### config.mk
export PLATFORM = sky130hd
export DESIGN_NAME = branch_prediction_unit_r1
export DESIGN_NICKNAME = d
export VERILOG_FILES = /design/src/rtl/branch_prediction_unit_r1.sv
export SDC_FILE = /design/constraint.sdc
export NUM_CORES = 1
export LEC_CHECK = 0
export BUFFER_PORTS_ARGS = -buffer_cell sky130_fd_sc_hd__buf_2
export CORE_ASPECT_RATIO = 0.5
export CORE_UTILIZATION = 68
export CTS_CLUSTER_SIZE = 24
export DETAILED_ROUTE_END_ITERATION = 8
export GPL_TIMING_DRIVEN = 1
export PLACE_DENSITY_LB_ADDON = 0.15
export RECOVER_POWER = 100
export SETUP_SLACK_MARGIN = 0.3
export SLEW_MARGIN = 20
export SYNTH_ARGS = -nofsm -noshare
export SYNTH_HDL_FRONTEND = slang
export SYNTH_SLANG_ARGS = --single-unit
### constraint.sdc
create_clock -name clk -period 7.3 [get_ports clk]
set_input_delay 1.46 -clock clk [delete_from_list [all_inputs] [get_ports clk]]
set_output_delay 1.46 -clock clk [all_outputs]
set_load 0.02 [all_outputs]
### src/rtl/branch_prediction_unit_r1.sv
// branch_prediction_unit_r1
// Direction predictor built from a table of saturating counters.
// MODE=0 indexes the table by address (bimodal); MODE=1 XORs the address
// with a global history register (gshare). The prediction is registered,
// then passes through DELAY extra stages. A retiring branch that writes the
// same entry a lookup reads in the same cycle is forwarded (write-first).

module branch_prediction_unit_r1 #(
    parameter int ADDR_WIDTH = 6,
    parameter int CTR_WIDTH  = 2,
    parameter int HIST_WIDTH = 4,
    parameter int MODE       = 0,
    parameter int DELAY      = 0
) (
    input  logic                  clk,
    input  logic                  rst,
    input  logic                  predictValid,
    input  logic [ADDR_WIDTH-1:0] predictAddr,
    input  logic                  update,
    input  logic [ADDR_WIDTH-1:0] updateAddr,
    input  logic                  branchTaken,
    output logic                  prediction,
    output logic                  predValid
);

    localparam int ENTRIES = 1 << ADDR_WIDTH;
    // Weakly not-taken: just below the taken threshold (0 for 1-bit counters).
    localparam logic [CTR_WIDTH-1:0] WNT     = CTR_WIDTH'((1 << (CTR_WIDTH - 1)) - 1);
    localparam logic [CTR_WIDTH-1:0] CTR_MAX = '1;
    localparam logic [CTR_WIDTH-1:0] CTR_ONE = CTR_WIDTH'(1);

    logic [CTR_WIDTH-1:0]  ctr_tbl [ENTRIES];
    logic [ADDR_WIDTH-1:0] hist_ext;
    logic [ADDR_WIDTH-1:0] p_idx;
    logic [ADDR_WIDTH-1:0] u_idx;
    logic [CTR_WIDTH-1:0]  u_cur;
    logic [CTR_WIDTH-1:0]  u_next;
    logic                  raw_pred;
    logic [DELAY:0]        vld_pipe;
    logic [DELAY:0]        pred_pipe;

    // History source: a shift register in gshare mode, constant zero otherwise.
    generate
        if (MODE == 1) begin : g_gshare
            logic [HIST_WIDTH-1:0] ghr;
            logic [HIST_WIDTH-1:0] ghr_next;

            if (HIST_WIDTH == 1) begin : g_h1
                assign ghr_next = branchTaken;
            end else begin : g_hn
                assign ghr_next = {ghr[HIST_WIDTH-2:0], branchTaken};
            end

            // Shift the resolved direction in on each retiring branch.
            always_ff @(posedge clk or posedge rst) begin
                if (rst) begin
                    ghr <= '0;
                end else if (update) begin
                    ghr <= ghr_next;
                end
            end

            // Zero-extend the history to index width.
            assign hist_ext = ADDR_WIDTH'(ghr);
        end else begin : g_bimodal
            assign hist_ext = '0;
        end
    endgenerate

    // Both paths use the history held at the start of the cycle.
    assign p_idx = predictAddr ^ hist_ext;
    assign u_idx = updateAddr ^ hist_ext;
    assign u_cur = ctr_tbl[u_idx];

    // Saturating step of the counter being retired; never wraps.
    always_comb begin
        u_next = u_cur;
        if (branchTaken) begin
            if (u_cur != CTR_MAX) u_next = u_cur + CTR_ONE;
        end else begin
            if (u_cur != '0) u_next = u_cur - CTR_ONE;
        end
    end

    // Raw direction: forward the post-update value on an index collision.
    always_comb begin
        raw_pred = ctr_tbl[p_idx][CTR_WIDTH-1];
        if (update && (p_idx == u_idx)) raw_pred = u_next[CTR_WIDTH-1];
    end

    // Counter table: flops, reset to weakly not-taken, one write per cycle.
    always_ff @(posedge clk or posedge rst) begin
        if (rst) begin
            for (int i = 0; i < ENTRIES; i++) ctr_tbl[i] <= WNT;
        end else if (update) begin
            ctr_tbl[u_idx] <= u_next;
        end
    end

    // Base output register followed by DELAY shift stages; reset flushes all.
    always_ff @(posedge clk or posedge rst) begin
        if (rst) begin
            vld_pipe  <= '0;
            pred_pipe <= '0;
        end else begin
            vld_pipe[0]  <= predictValid;
            pred_pipe[0] <= raw_pred;
            for (int s = 1; s <= DELAY; s++) begin
                vld_pipe[s]  <= vld_pipe[s-1];
                pred_pipe[s] <= pred_pipe[s-1];
            end
        end
    end

    assign prediction = pred_pipe[DELAY];
    assign predValid  = vld_pipe[DELAY];

endmodule

# Word-level counts from Yosys, hierarchy flattened
# Index checks and enable logic that the tools add are counted.
op_classes:
  addsub: 2
  magnitude_cmp: 3
  n_eq_ne: 2
  mux: 13
  bitwise_logic: 2
  n_reduce_logical: 3
ops:
  columns: ["op", "count"]
  rows:
  - ["$bwmux W128", 1]
  - ["$bmux W2 S6", 2]
  - ["$mux W2", 8]
  - ["$ge A7 B7 Y1 const B", 2]
  - ["$not A6 Y7", 2]
  - ["$demux W2 S6", 1]
  - ["$lt A7 B1 Y1 const B", 1]
  - ["$eq A6 B6 Y1", 1]
  - ["$add A2 B1 Y2 const B", 1]
  - ["$logic_and A1 B1 Y1", 2]
  - ["$ne A2 B2 Y1 const B", 1]
  - ["$reduce_bool A2 Y1", 1]
  - ["$sub A2 B1 Y2 const B", 1]
  - ["$mux W1", 1]
word_totals:
  regBits: 130
  in_bits: 17
  out_inout_bits: 2
  elab_cells: 91

# Logic depth before layout (Yosys ltp)
# Gate-level depths: netlist (run 1).
depth:
  depth_word: 8
  ltp_mapped: 12
  mapped_depth_nobuf: 7

# Worst setup path before layout (run 1)
# OpenSTA, ideal clock, no wires.
synth_timing:
  path_kind: "input to register"
  start: "input port predictAddr[0]"
  end: "register pred_pipe, in the netlist prediction"
  setup_ns: 0.135
  arrival_time_ns: 4.020
  required_ns: 7.165
  slack_ns: 3.146
  cell_stages: 7
  path_buffers: 2
  path_cell_list: "clkbuf_1 buf_1 mux4_2 mux4_2 mux4_2 nand2_1 o21ai_0"
synth_between:
  elab_chain_cells: 5
  word_cells_on_any_way: 7
  classes_between: "eq/ne: 1; mux: 4; bitwise: 1; reduce/logical: 1"
synth_rtl:
  columns: ["item", "line", "source"]
  rows:
  - ["start, declared", "18", "input logic [ADDR_WIDTH-1:0] predictAddr,"]
  - ["$not A6 Y7 (implied by the code)", "87", "raw_pred = ctr_tbl[p_idx][CTR_WIDTH-1];"]
  - ["$bmux W2 S6", "87", null]
  - ["$mux W2 (implied by the code) (2 in series)", "87", null]
  - ["$mux W1 (*)", "88", "if (update && (p_idx == u_idx)) raw_pred = u_next[CTR_WIDTH-1];"]
  - ["via raw_pred", "38", "logic raw_pred;"]
  - ["end signal, assigned by index", "110", "pred_pipe[s] <= pred_pipe[s-1];"]
  - ["end, declared", "40", "logic [DELAY:0] pred_pipe;"]
# The timed path passes the listed nets; every way through them passes the cells marked *. The select of a mux whose other input is x is not followed.
# A chain may end at the register's enable or synchronous reset.

# Worst setup path in the final report (run 1)
layout_timing:
  start: "input port updateAddr[2]"
  end: "register ctr_tbl[19] (netlist name)"
layout_between:
  elab_chain_cells: 8
  word_cells_on_any_way: 17
  classes_between: "add/sub: 2; order compare: 2; eq/ne: 1; mux: 9; bitwise: 1; reduce/logical: 2"
layout_rtl:
  columns: ["item", "line", "source"]
  rows:
  - ["start, declared", "20", "input logic [ADDR_WIDTH-1:0] updateAddr,"]
  - ["$not A6 Y7 (implied by the code) (*)", "73, 96", null]
  - ["$bmux W2 S6", "73", "assign u_cur = ctr_tbl[u_idx];"]
  - ["$mux W2 (implied by the code) (2 in series)", "73", null]
  - ["$sub A2 B1 Y2 (tied with other cells)", "81", "if (u_cur != '0) u_next = u_cur - CTR_ONE;"]
  - ["$mux W2 (on tied branches)", "81, 79", null]
  - ["$mux W2", "78", "if (branchTaken) begin"]
  - ["$bwmux W128 (*)", "96", "ctr_tbl[u_idx] <= u_next;"]
  - ["end signal, assigned by index", "96", null]
  - ["end, declared", "32", "logic [CTR_WIDTH-1:0] ctr_tbl [ENTRIES];"]
# Mark *: on every way between the ends. The rest lies on a longest branch, timed or not. The select of a mux whose other input is x is not followed.

==> PnR_summary.wiki, run 1 <==
{| class="wikitable"
! Metric !! Value
|-
| Clk buf depth || 2
|-
| Syn avg cell area || 11.31 µm²
|-
| Max IR drop VDD || 0.1795 mV
|-
| Total half-perimeter wirelength after legalization and detailed placement || between 10 and 15 mm
|-
| Summed negative setup slack over all endpoints || 0 ns
|-
| Maximum number of pins on one net before global-route repair || between 80 and 90
|-
| Number of nets still failing antenna checks after routing || 0
|-
| Hold Path Depth || 2
|-
| Reg2reg setup slack || 4.20 ns
|-
| Post-Place Cell Area || 7074 µm²
|-
| Post-layout min period || 5.324 ns
|-
| PostCTS Resize Cnt || 0
|-
| Worst min-delay path class || reg2reg
|-
| Sum of internal, switching and leakage power || ~2.2 mW
|-
| Number of fillers in the final layout || around 580
|-
| Flops & latches, synth || between 100 and 150
|-
| Share of async-settable or async-resettable flops after synthesis || 100.0%
|-
| Drt pass-1 iters || 5
|-
| Share of final-layout standard cells stronger than drive strength 1 || 33.91%
|-
| Overall fraction of global-route tracks in use || 38.54%
|-
| Dominant register cell in the synthesized netlist || dfrtp_1
|-
| Highest Clock Rate || 0.1878 GHz
|-
| Final-report max-slew violation count || 51
|-
| Family with the most delay on the worst path || buffers and inverters
|-
| Setup violations, final || 0
|-
| Failing checks || max-capacitance violations, max-slew violations
|-
| Final Wtd Congestion || around 0.89
|-
| Share of Yosys cell area claimed by the top area cell type || 24.02%
|-
| Worst Clk Skew || a little over 0.01 ns
|-
| Starting density of the core || 71.97%
|-
| Worst slew margin || -43.83%
|-
| Post-route fraction of the period consumed by the critical path || 72.93%
|-
| Number of cells traversed by the worst register-to-register path || 7
|-
| Vias after detailed routing || roughly 5400
|-
| Initial antenna violation count || 0
|-
| Via count of the first global-routing pass || 5311
|-
| Instance count on the critical path || 9
|-
| Num rows || 25
|-
| Critical path start-end classification || in2reg
|-
| Critical Path Start Type || input port
|-
| Setup repair after global routing missed its margin || no
|-
| Max-cap violations || 1
|-
| Cell type with the largest total area after synthesis || dfstp_2
|-
| Post-route design area || 7635 µm²
|-
| Die Area || 10730 µm²
|-
| Post-synth top cells || 87 x nand2_1, 66 x dfrtp_1, 64 x dfstp_2
|-
| Die H || 73.75 µm
|-
| Arrival time reported for the critical path endpoint || about 5.6 ns
|-
| P&R area growth vs syn || 9.042%
|-
| Slew at the pin closest to its max-slew limit || 2.146 ns
|-
| Number of hold-repair buffers added at the cts stage || 0
|-
| Antenna Cells || 0
|-
| Synth Cell Area || 7002 µm²
|-
| Total clock sinks || 130
|-
| Hold Slack || 0.5116 ns
|-
| Setup slack after placement || 1.962 ns
|-
| Wire length of the first global-routing pass || 29.72 mm
|-
| Required time of the worst setup path || 7.55 ns
|-
| Highest fanout seen on the critical path || 65
|-
| Vias per cell || just over 7
|-
| Count of input and output buffers || 18
|-
| Die Width || 145.5 µm
|-
| Number of nets produced by synthesis || about 640
|-
| Number of instances in the synthesized netlist || 619
|-
| Clock slew at reported path FFs || 0.06 ns
|-
| Most repeated cell in the gate-level netlist after synthesis || nand2_1
|-
| Routed wire length || ~19 mm
|-
| Grt total ovfl || 0
|-
| Run status || finished with violations
|-
| Top-Level Pins || 19
|-
| Sequential area share after synthesis || 47.61%
|-
| Power Dens Cells || around 290 nW/µm²
|-
| Critical Path Max Stage Delay || 0.84 ns
|-
| Number of buffers inserted during clock tree synthesis || 17
|-
| Placeable Area || 9728 µm²
|-
| Library cell used as clock root buffer || clkbuf_16
|-
| Clock latency on the worst-skew pair || 0.43 ns
|-
| Mean routed wirelength per cell || 24.92 µm
|-
| TritonCTS clock tree || built
|-
| EDFF count, synth || 0
|-
| Critical path's slowest cell || clkbuf_1
|-
| Nets || ~640
|-
| FF/Latch Area || 3333 µm²
|-
| Leakage power figure || 3.123 nW
|-
| Count of endpoints failing hold in the final timing report || 0
|-
| Violation count after the first detailed-route iteration || slightly below 700
|-
| Final worst-path setup slack || a little under 2 ns
|-
| H-tree level count || 4
|-
| Warnings, synthesis || 0
|-
| Cells along the critical path || clkbuf_1 -> buf_4 -> nor2b_1 -> a221o_1 -> a222oi_1 -> o22ai_1 -> nor4_1 -> maj3_4 -> o21ai_0
|-
| Ranking of synthesized cells by area || dfstp_2 24%, dfrtp_1 24%, mux2_2 10%, mux4_2 8.0%, mux2_4 4.7%
|-
| Post-CTS setup buffer count || 0
|-
| Bufs and invs on worst path || 2
|-
| DRC violations left || 0
|-
| Nature of the critical path endpoint || flip-flop
|-
| Area used by multi-input combinational logic || 3347 µm²
|-
| Distinct cells, synth || between 50 and 60
|}
==> metrics by stage <==
step | std cells | utilization, %
detailed placement | 736 | 72.72
floorplan | 619 | -
global placement | 736 | 72.69
finish | 769 | 78.48
global route | 769 | 78.48
CTS | 768 | 79.00
==> power by group <==
part / total [mW] / switching [mW] / internal (mW) / leakage (nW)
Sequential: 0.954 / 0.0784 / 0.875 / 1.54
Combinational: 0.351 / 0.194 / 0.157 / 1.28
Clock: 0.880 / 0.324 / 0.556 / 0.298
Total: 2.19 / 0.597 / 1.59 / 3.12
==> cell usage in the layout (no fill, tap or decap), drive strengths merged, types with 6 or more instances in the layout <==
cell / count
clkbuf: 28
o21ai: 44
a221oi: 17
a21oi: 29
a22oi: 8
mux2i: 9
dfstp: 64
mux4: 25
nor2: 58
a221o: 7
nand2: 87
mux2: 86
dfrtp: 66
nand3: 7
nor2b: 6
o22ai: 9
buf: 21
==> final timing paths <==
kind | end | startpoint
min in group asynchronous | predValid | rst
hold reg to reg | ctr_tbl[59] | ctr_tbl[59]
hold / removal | ctr_tbl[59] | ctr_tbl[59]
setup reg to reg | ctr_tbl[19] | ctr_tbl[98]
max in group asynchronous | ctr_tbl[66] | rst
setup / recovery | ctr_tbl[19] | updateAddr[2]
==> metal layers <==
layer,share of wire [%],global-route usage (%),vias to the layer above
met5,0,0,-
met3,15,15.96,81
met2,43,56.25,391
met1,39,50.61,2679
li1,-,-,2278
met4,3.3,18.36,0
==> logic make-up (layout without fill, tap and decap cells) <==
group,count (synthesis),after routing,synth area share (%)
compound gates,128,128,11.78
xor+xnor,6,6,0.7507
fa+ha+maj,2,2,0.3038
buf+inv,47,62,3.735
flops,130,130,47.61
mux,120,120,24.34
simple gates,186,186,11.49
==> flip-flops by register name, summed over array words and instances, names as in the netlist <==
name        count
ctr_tbl       128
prediction      1
predValid       1
==> tightest hold or removal path, cell delays in order (launching register included) <==
cell     delay (ns)
dfrtp_1        0.36
nand2_1        0.05
o21ai_0        0.06
==> layout make-up <==
class	instances	share of cell area (%)
multi-input combinational	442	43.84
timing repair buffer	25	2.032
inverter	5	0.2622
sequential	130	43.66
tap	135	2.212
clock inverter	8	1.295
clock buffer	24	6.703
No activity file was read; power rests on OpenSTA's default activity.
==> run 2, diff against run 1 <==
--- a/config.mk
+++ b/config.mk
@@ -7,7 +7,7 @@
 export LEC_CHECK = 0
 export BUFFER_PORTS_ARGS = -buffer_cell sky130_fd_sc_hd__buf_2
 export CORE_ASPECT_RATIO = 0.5
-export CORE_UTILIZATION = 68
+export CORE_UTILIZATION = 63
 export CTS_CLUSTER_SIZE = 24
 export DETAILED_ROUTE_END_ITERATION = 8
 export GPL_TIMING_DRIVEN = 1
==> constraint.sdc (replaced) <==
create_clock -name clk -period 5 [get_ports clk]
set_input_delay 1 -clock clk [delete_from_list [all_inputs] [get_ports clk]]
set_output_delay 1 -clock clk [all_outputs]
set_load 0.02 [all_outputs]
==> run 2 against run 1 <==
Compared with the run above:
- sequential power up 46%
- first-iteration DRC count down 1.4%
- clock skew up 0.0040 ns
- worst setup slack worse by 1.2 ns
- register-to-register slack worse by 2.5 ns
- global-route usage down 2.1 points
- clock power up 57%
- worst hold slack better by 0.00072 ns
- cell area up 1.3%
- the flow still finishes with violations (max-capacitance violations, max-slew violations)
- die area up 7.8%
==> PnR_summary.wiki, run 2 (synthesized netlist as in run 1, its figures left out) <==
{| class="wikitable"
! Metric !! Value
|-
| Run status || finished with violations
|-
| Failing checks || max-capacitance violations, max-slew violations
|-
| Hold Path Depth || 2 (unchanged)
|-
| Final Wtd Congestion || 0.9740 (+9.4%)
|-
| Library cell used as clock root buffer || clkbuf_16
|-
| Post-layout min period || 4.191 ns
|-
| Reg2Reg Launch Point || ctr_tbl[77]
|-
| Highest Clock Rate || 0.2386 GHz
|-
| Family with the most delay on the worst path || buffers and inverters
|-
| Cells along the critical path || buf_2 -> buf_4 -> nor2b_1 -> clkbuf_1 -> a221oi_1 -> o22ai_1 -> a211o_1 -> nor4_1 -> maj3_1 -> buf_4 -> o21ai_0
|-
| Wire length of the first global-routing pass || 30.91 mm (+4.0%)
|-
| FF/Latch Area || 3333 µm² (unchanged)
|-
| Total half-perimeter wirelength after legalization and detailed placement || 12.53 mm (+4.3%)
|-
| Source of the critical timing path || updateAddr[0]
|-
| Worst slew margin || -115.1% (-71 points)
|-
| Count of input and output buffers || 18 (unchanged)
|-
| Summed negative setup slack over all endpoints || 0 ns (unchanged)
|-
| Highest fanout seen on the critical path || 21 (-68%)
|-
| Grt total ovfl || 0 (unchanged)
|-
| Nature of the critical path endpoint || flip-flop
|-
| Nets || 643 (+0.78%)
|-
| Critical path's slowest cell || maj3_1
|-
| Max IR drop VDD || 0.2103 mV (+17%)
|-
| Number of buffers inserted during clock tree synthesis || 17 (unchanged)
|-
| Share of final-layout standard cells stronger than drive strength 1 || 34.43% (+0.52 points)
|-
| Placeable Area || 10510 µm² (+8.0%)
|-
| Number of fillers in the final layout || 731 (+27%)
|-
| Cell repeated most along the worst path || buf_4
|-
| Drt pass-1 iters || 7 (+2)
|-
| Setup slack after placement || 0.7502 ns (-1.212 ns)
|-
| Reg2reg setup slack || 1.66 ns (-2.54 ns)
|-
| Number of nets still failing antenna checks after routing || 0 (unchanged)
|-
| Worst Clk Skew || 0.01421 ns (+0.003990 ns)
|-
| Post-route fraction of the period consumed by the critical path || roughly 84%
|-
| Mean routed wirelength per cell || 25.22 µm (+1.2%)
|-
| Die Area || 11570 µm² (+7.8%)
|-
| Antenna Cells || 0 (unchanged)
|-
| Slew at the pin closest to its max-slew limit || 3.227 ns (+1.081 ns)
|-
| TritonCTS clock tree || built
|-
| Die Width || 151.1 µm (+3.8%)
|-
| Starting density of the core || 66.63% (-5.3 points)
|-
| Endpoint of the worst register-to-register path || ctr_tbl[66]
|-
| Number of cells traversed by the worst register-to-register path || 7 (unchanged)
|-
| Critical Path Start Type || input port
|-
| Leakage power figure || 3.166 nW (+1.4%)
|-
| Largest register FFs || 128 (unchanged)
|-
| Clk buf depth || 2 (unchanged)
|-
| Worst min-delay path class || reg2reg
|-
| Die H || 76.55 µm (+3.8%)
|-
| Arrival time reported for the critical path endpoint || 4.47 ns (-1.10 ns)
|-
| Routed wire length || 19.64 mm (+2.5%)
|-
| Num rows || 26 (+4.0%)
|-
| Clock latency on the worst-skew pair || 0.42 ns (about the same)
|-
| Critical path start-end classification || in2reg
|-
| P&R area growth vs syn || 10.45%
|-
| Number of hold-repair buffers added at the cts stage || 0 (unchanged)
|-
| Startpoint of the most critical hold path || ctr_tbl[89]
|-
| Maximum number of pins on one net before global-route repair || 131 (+60%)
|-
| Sum of internal, switching and leakage power || 3.299 mW (+51%)
|-
| Instance count after placement with tap cells included || 747 (+1.5%)
|-
| Register name with the most flops || ctr_tbl
|-
| Violation count after the first detailed-route iteration || 681 (-1.4%)
|-
| Power Dens Cells || 426.6 nW/µm² (+49%)
|-
| Setup repair after global routing missed its margin || no
|-
| Commonest cells after routing, fill and taps aside || 87 x nand2_1, 66 x dfrtp_1, 64 x dfstp_2
|-
| Final-report max-slew violation count || 131 (+160%)
|-
| Bufs and invs on worst path || 4 (+2)
|-
| Required time of the worst setup path || 5.28 ns (-2.27 ns)
|-
| DRC violations left || 0 (unchanged)
|-
| Vias per cell || 6.954 (-1.5%)
|-
| Number of standard cells in the layout, taps in and fillers out || 779 (+1.3%)
|-
| Leading cell type in the layout, fill and taps excluded || nand2_1
|-
| H-tree level count || 4 (unchanged)
|-
| Overall fraction of global-route tracks in use || 36.40% (-2.1 points)
|-
| Max-cap violations || 1 (unchanged)
|-
| Capture endpoint of the worst hold path || ctr_tbl[89]
|-
| Initial antenna violation count || 0 (unchanged)
|-
| Final worst-path setup slack || 0.8093 ns (-1.167 ns)
|-
| Setup violations, final || 0 (unchanged)
|-
| Post-CTS setup buffer count || 0 (unchanged)
|-
| Clock slew at reported path FFs || 0.06 ns (about the same)
|-
| Count of endpoints failing hold in the final timing report || 0 (unchanged)
|-
| Top-Level Pins || 19 (unchanged)
|-
| Area used by multi-input combinational logic || 3348 µm² (about the same)
|-
| Vias after detailed routing || 5417 (-0.22%)
|-
| Critical Path Max Stage Delay || 0.77 ns (-0.07 ns)
|-
| PostCTS Resize Cnt || 0 (unchanged)
|-
| Via count of the first global-routing pass || 5454 (+2.7%)
|-
| Total clock sinks || 130 (unchanged)
|}
[run 2: cell types whose count changed in the layout (fill, tap and decap cells not counted), moves of 2 or more]
cell	previous run	this run
maj3_1	0	2
buf_4	5	7
bufinv_16	2	5
inv_6	0	2
buf_12	0	3
maj3_4	2	0
clkbuf_8	6	1
[run 2: final cells by class]
class	count	share of cell area, %
clock buffers	19	5.727
flip-flops and latches	130	43.10
clock inverters	13	2.669
inverters	5	0.2589
repair buffers	30	2.686
multi-input cells	442	43.29
well taps	140	2.265
[run 2: worst max-delay path by stage]
stage	endpoint	cells past startpoint
after floorplan	ctr_tbl[101]	1
after global placement	ctr_tbl[124]	10
after detailed placement	ctr_tbl[71]	11
after CTS	ctr_tbl[79]	11
after global routing	ctr_tbl[27]	11
final	ctr_tbl[79]	11
[run 2: routing by layer]
layer / part of all wire (%) / GRT usage, % / up-vias
met5: 0 / 0 / -
met4: 2.3 / 10.40 / 0
met3: 12 / 11.02 / 68
met2: 43 / 53.35 / 356
met1: 42 / 52.34 / 2710
li1: - / - / 2283
[run 2: tightest hold or removal path, cell delays in order (launching register included)]
cell     delay, ns
dfrtp_1       0.37
nand2_1       0.05
o21ai_0       0.06
[run 2: power breakdown]
part           switching [mW]  total, mW  internal (mW)
Sequential              0.117       1.39           1.28
Clock                   0.484       1.38          0.900
Combinational           0.281      0.520          0.240
Total                   0.882       3.30           2.42
[run 2: stage by stage]
step	hold slack [ns]	cell area [µm²]	util (%)
floorplan	0.4584	7002	-
global placement	0.4837	7178	68.31
detailed placement	0.5015	7178	68.31
CTS	0.5140	7828	74.49
global route	0.5365	7734	73.60
finish	0.5123	7734	73.60
==> run 3, diff against run 2 <==
--- a/config.mk
+++ b/config.mk
@@ -7,7 +7,7 @@
 export LEC_CHECK = 0
 export BUFFER_PORTS_ARGS = -buffer_cell sky130_fd_sc_hd__buf_2
 export CORE_ASPECT_RATIO = 0.5
-export CORE_UTILIZATION = 63
+export CORE_UTILIZATION = 57
 export CTS_CLUSTER_SIZE = 24
 export DETAILED_ROUTE_END_ITERATION = 8
 export GPL_TIMING_DRIVEN = 1
==> constraint.sdc (replaced) <==
create_clock -name clk -period 3.8 [get_ports clk]
set_input_delay 0.76 -clock clk [delete_from_list [all_inputs] [get_ports clk]]
set_output_delay 0.76 -clock clk [all_outputs]
set_load 0.02 [all_outputs]
==> run 3 against run 2 <==
Compared with the run above:
- the flow still finishes with violations (max-capacitance violations, max-slew violations)
- non-clock buffer count grew 18
- sequential share of layout area is 0.77 points lower
- via count fell by 0.66%
- clock power grew 21%
- first-iteration DRC count up 1.8%
- global-route usage is 2.9 points lower
- utilization down 7.3 points
- sequential power grew 32%
- wire length up 3.3%
==> PnR_summary.wiki, run 3 (synthesized netlist as in run 1, its figures left out) <==
{| class="wikitable"
! Metric !! Value
|-
| Worst min-delay path class || in2async
|-
| Routed wire length || 20.29 mm (+3.3%)
|-
| Count of endpoints failing hold in the final timing report || 0 (unchanged)
|-
| Starting density of the core || 58.95% (-7.7 points)
|-
| Endpoint of the worst register-to-register path || ctr_tbl[24]
|-
| Maximum number of pins on one net before global-route repair || 51 (-61%)
|-
| H-tree level count || 4 (unchanged)
|-
| Placeable Area || 11880 µm² (+13%)
|-
| Via count of the first global-routing pass || 5148 (-5.6%)
|-
| Critical Path Max Stage Delay || 0.97 ns (+0.20 ns)
|-
| Instance count after placement with tap cells included || 790 (+5.8%)
|-
| Summed negative setup slack over all endpoints || 0 ns (unchanged)
|-
| Reg2Reg Launch Point || ctr_tbl[21]
|-
| Register name with the most flops || ctr_tbl
|-
| Final Wtd Congestion || 0.9488 (-2.6%)
|-
| Number of standard cells in the layout, taps in and fillers out || 822 (+5.5%)
|-
| Clock latency on the worst-skew pair || 0.42 ns (about the same)
|-
| Power Dens Cells || 535.5 nW/µm² (+26%)
|-
| Total clock sinks || 130 (unchanged)
|-
| Overall fraction of global-route tracks in use || 33.51% (-2.9 points)
|-
| P&R area growth vs syn || 12.46%
|-
| Number of buffers inserted during clock tree synthesis || 17 (unchanged)
|-
| Num rows || 28 (+7.7%)
|-
| Setup violations, final || 0 (unchanged)
|-
| Termination of the worst setup path || ctr_tbl[24]
|-
| Vias after detailed routing || 5381 (-0.66%)
|-
| Mean routed wirelength per cell || 24.68 µm (-2.1%)
|-
| Share of final-layout standard cells stronger than drive strength 1 || 35.92% (+1.5 points)
|-
| Largest register FFs || 128 (unchanged)
|-
| Drt pass-1 iters || 6 (-1)
|-
| Nets || 661 (+2.8%)
|-
| Count of input and output buffers || 18 (unchanged)
|-
| Arrival time reported for the critical path endpoint || 3.90 ns (-0.57 ns)
|-
| Commonest cells after routing, fill and taps aside || 87 x nand2_1, 66 x dfrtp_1, 64 x dfstp_2
|-
| Top-Level Pins || 19 (unchanged)
|-
| Run status || finished with violations
|-
| Final-report max-slew violation count || 40 (-69%)
|-
| Antenna Cells || 0 (unchanged)
|-
| Source of the critical timing path || updateAddr[0]
|-
| Grt total ovfl || 0 (unchanged)
|-
| Wire length of the first global-routing pass || 30.94 mm (about the same)
|-
| Max-cap violations || 1 (unchanged)
|-
| Setup repair after global routing missed its margin || no
|-
| Leakage power figure || 3.244 nW (+2.5%)
|-
| Highest fanout seen on the critical path || 31 (+48%)
|-
| Reg2reg setup slack || 0.83 ns (-0.83 ns)
|-
| Number of nets still failing antenna checks after routing || 0 (unchanged)
|-
| Highest Clock Rate || 0.2815 GHz
|-
| Required time of the worst setup path || 4.15 ns (-1.13 ns)
|-
| Cells along the critical path || clkbuf_2 -> nor2b_1 -> a221o_1 -> a222oi_1 -> o22ai_1 -> nor4_1 -> maj3_1 -> buf_12 -> mux2_1
|-
| Critical path start-end classification || in2reg
|-
| TritonCTS clock tree || built
|-
| Number of fillers in the final layout || 917 (+25%)
|-
| Die Area || 12760 µm² (+10%)
|-
| Post-layout min period || 3.553 ns
|-
| Max IR drop VDD || 0.3629 mV (+73%)
|-
| Initial antenna violation count || 0 (unchanged)
|-
| Number of cells traversed by the worst register-to-register path || 7 (unchanged)
|-
| Nature of the critical path endpoint || flip-flop
|-
| Violation count after the first detailed-route iteration || 693 (+1.8%)
|-
| Worst Clk Skew || 0.007723 ns (-0.006490 ns)
|-
| Leading cell type in the layout, fill and taps excluded || nand2_1
|-
| Post-CTS setup buffer count || 0 (unchanged)
|-
| Failing checks || max-capacitance violations, max-slew violations
|-
| Slew at the pin closest to its max-slew limit || 2.153 ns (-1.074 ns)
|-
| Clock slew at reported path FFs || 0.06 ns (about the same)
|-
| Clk buf depth || 2 (unchanged)
|-
| Critical path's slowest cell || nor2b_1
|-
| Number of hold-repair buffers added at the cts stage || 0 (unchanged)
|-
| Vias per cell || 6.546 (-5.9%)
|-
| Library cell used as clock root buffer || clkbuf_16
|-
| Total half-perimeter wirelength after legalization and detailed placement || 13.90 mm (+11%)
|-
| Critical Path Start Type || input port
|-
| Die H || 80.37 µm (+5.0%)
|-
| Die Width || 158.7 µm (+5.1%)
|-
| PostCTS Resize Cnt || 0 (unchanged)
|-
| Worst slew margin || -43.56% (+72 points)
|-
| Hold Slack || 0.4283 ns (-0.08403 ns)
|-
| DRC violations left || 0 (unchanged)
|-
| Post-route fraction of the period consumed by the critical path || 93.50%
|}
==> run 3: cell count changes in the layout (fill, tap and decap cells not counted), sizes merged <==
cell and delta:
buf +17, bufinv -2, clkbuf +1, clkinv +4
clkinvlp -1, inv -1
==> run 3: critical path: cells and delay by family <==
kind / cells / cell delay (ns)
buf+inv: 2 / 0.57
fa+ha+maj: 1 / 0.44
mux: 1 / 0.32
compound gates: 3 / 0.72
simple gates: 2 / 1.07
==> run 3: area by class of cell <==
| type | instances | area, µm² | area share (%) |
|---|---|---|---|
| clock buffer | 19 | 432.9 | 5.498 |
| clock inverter | 13 | 161.4 | 2.050 |
| inverter | 5 | 20.02 | 0.2543 |
| multi-input combinational | 442 | 3342 | 42.44 |
| sequential | 130 | 3333 | 42.33 |
| tap | 165 | 206.4 | 2.622 |
| timing repair buffer | 48 | 377.9 | 4.799 |
==> run 3: report_power, final <==
| group | internal, mW | switching (mW) |
|---|---|---|
| combinational | 0.336 | 0.370 |
| clock | 1.03 | 0.637 |
| sequential | 1.68 | 0.160 |
| total | 3.05 | 1.17 |
==> run 3: metal layers <==
metal,global-route usage [%],up-vias,part of all wire (%)
met5,3.719,-,0.29
met1,47.55,2678,43
li1,-,2314,-
met3,12.04,47,13
met2,46.58,340,41
met4,11.65,2,2.1
==> run 3: worst min path at each step <==
stage / start / cells past startpoint / slack (ns) / to
detailed placement: ctr_tbl[77] / 2 / 0.49 / ctr_tbl[77]
global placement: ctr_tbl[79] / 2 / 0.48 / ctr_tbl[79]
finish: rst / 2 / 0.43 / predValid
floorplan: ctr_tbl[59] / 2 / 0.46 / ctr_tbl[59]
global route: predictValid / 1 / 0.43 / predValid
CTS: rst / 2 / 0.33 / predValid
==> run 3: per-stage QoR <==
stage	power, mW	util (%)	setup slack (ns)	area [µm²]
after global placement	2.549	61.98	0.1333	7361
final	4.216	66.30	0.2470	7874
after CTS	4.230	66.98	0.5309	7955
after detailed placement	2.574	61.98	0.1156	7361
after floorplan	2.333	-	0.3455	7005
after global routing	4.355	66.30	0.2017	7874
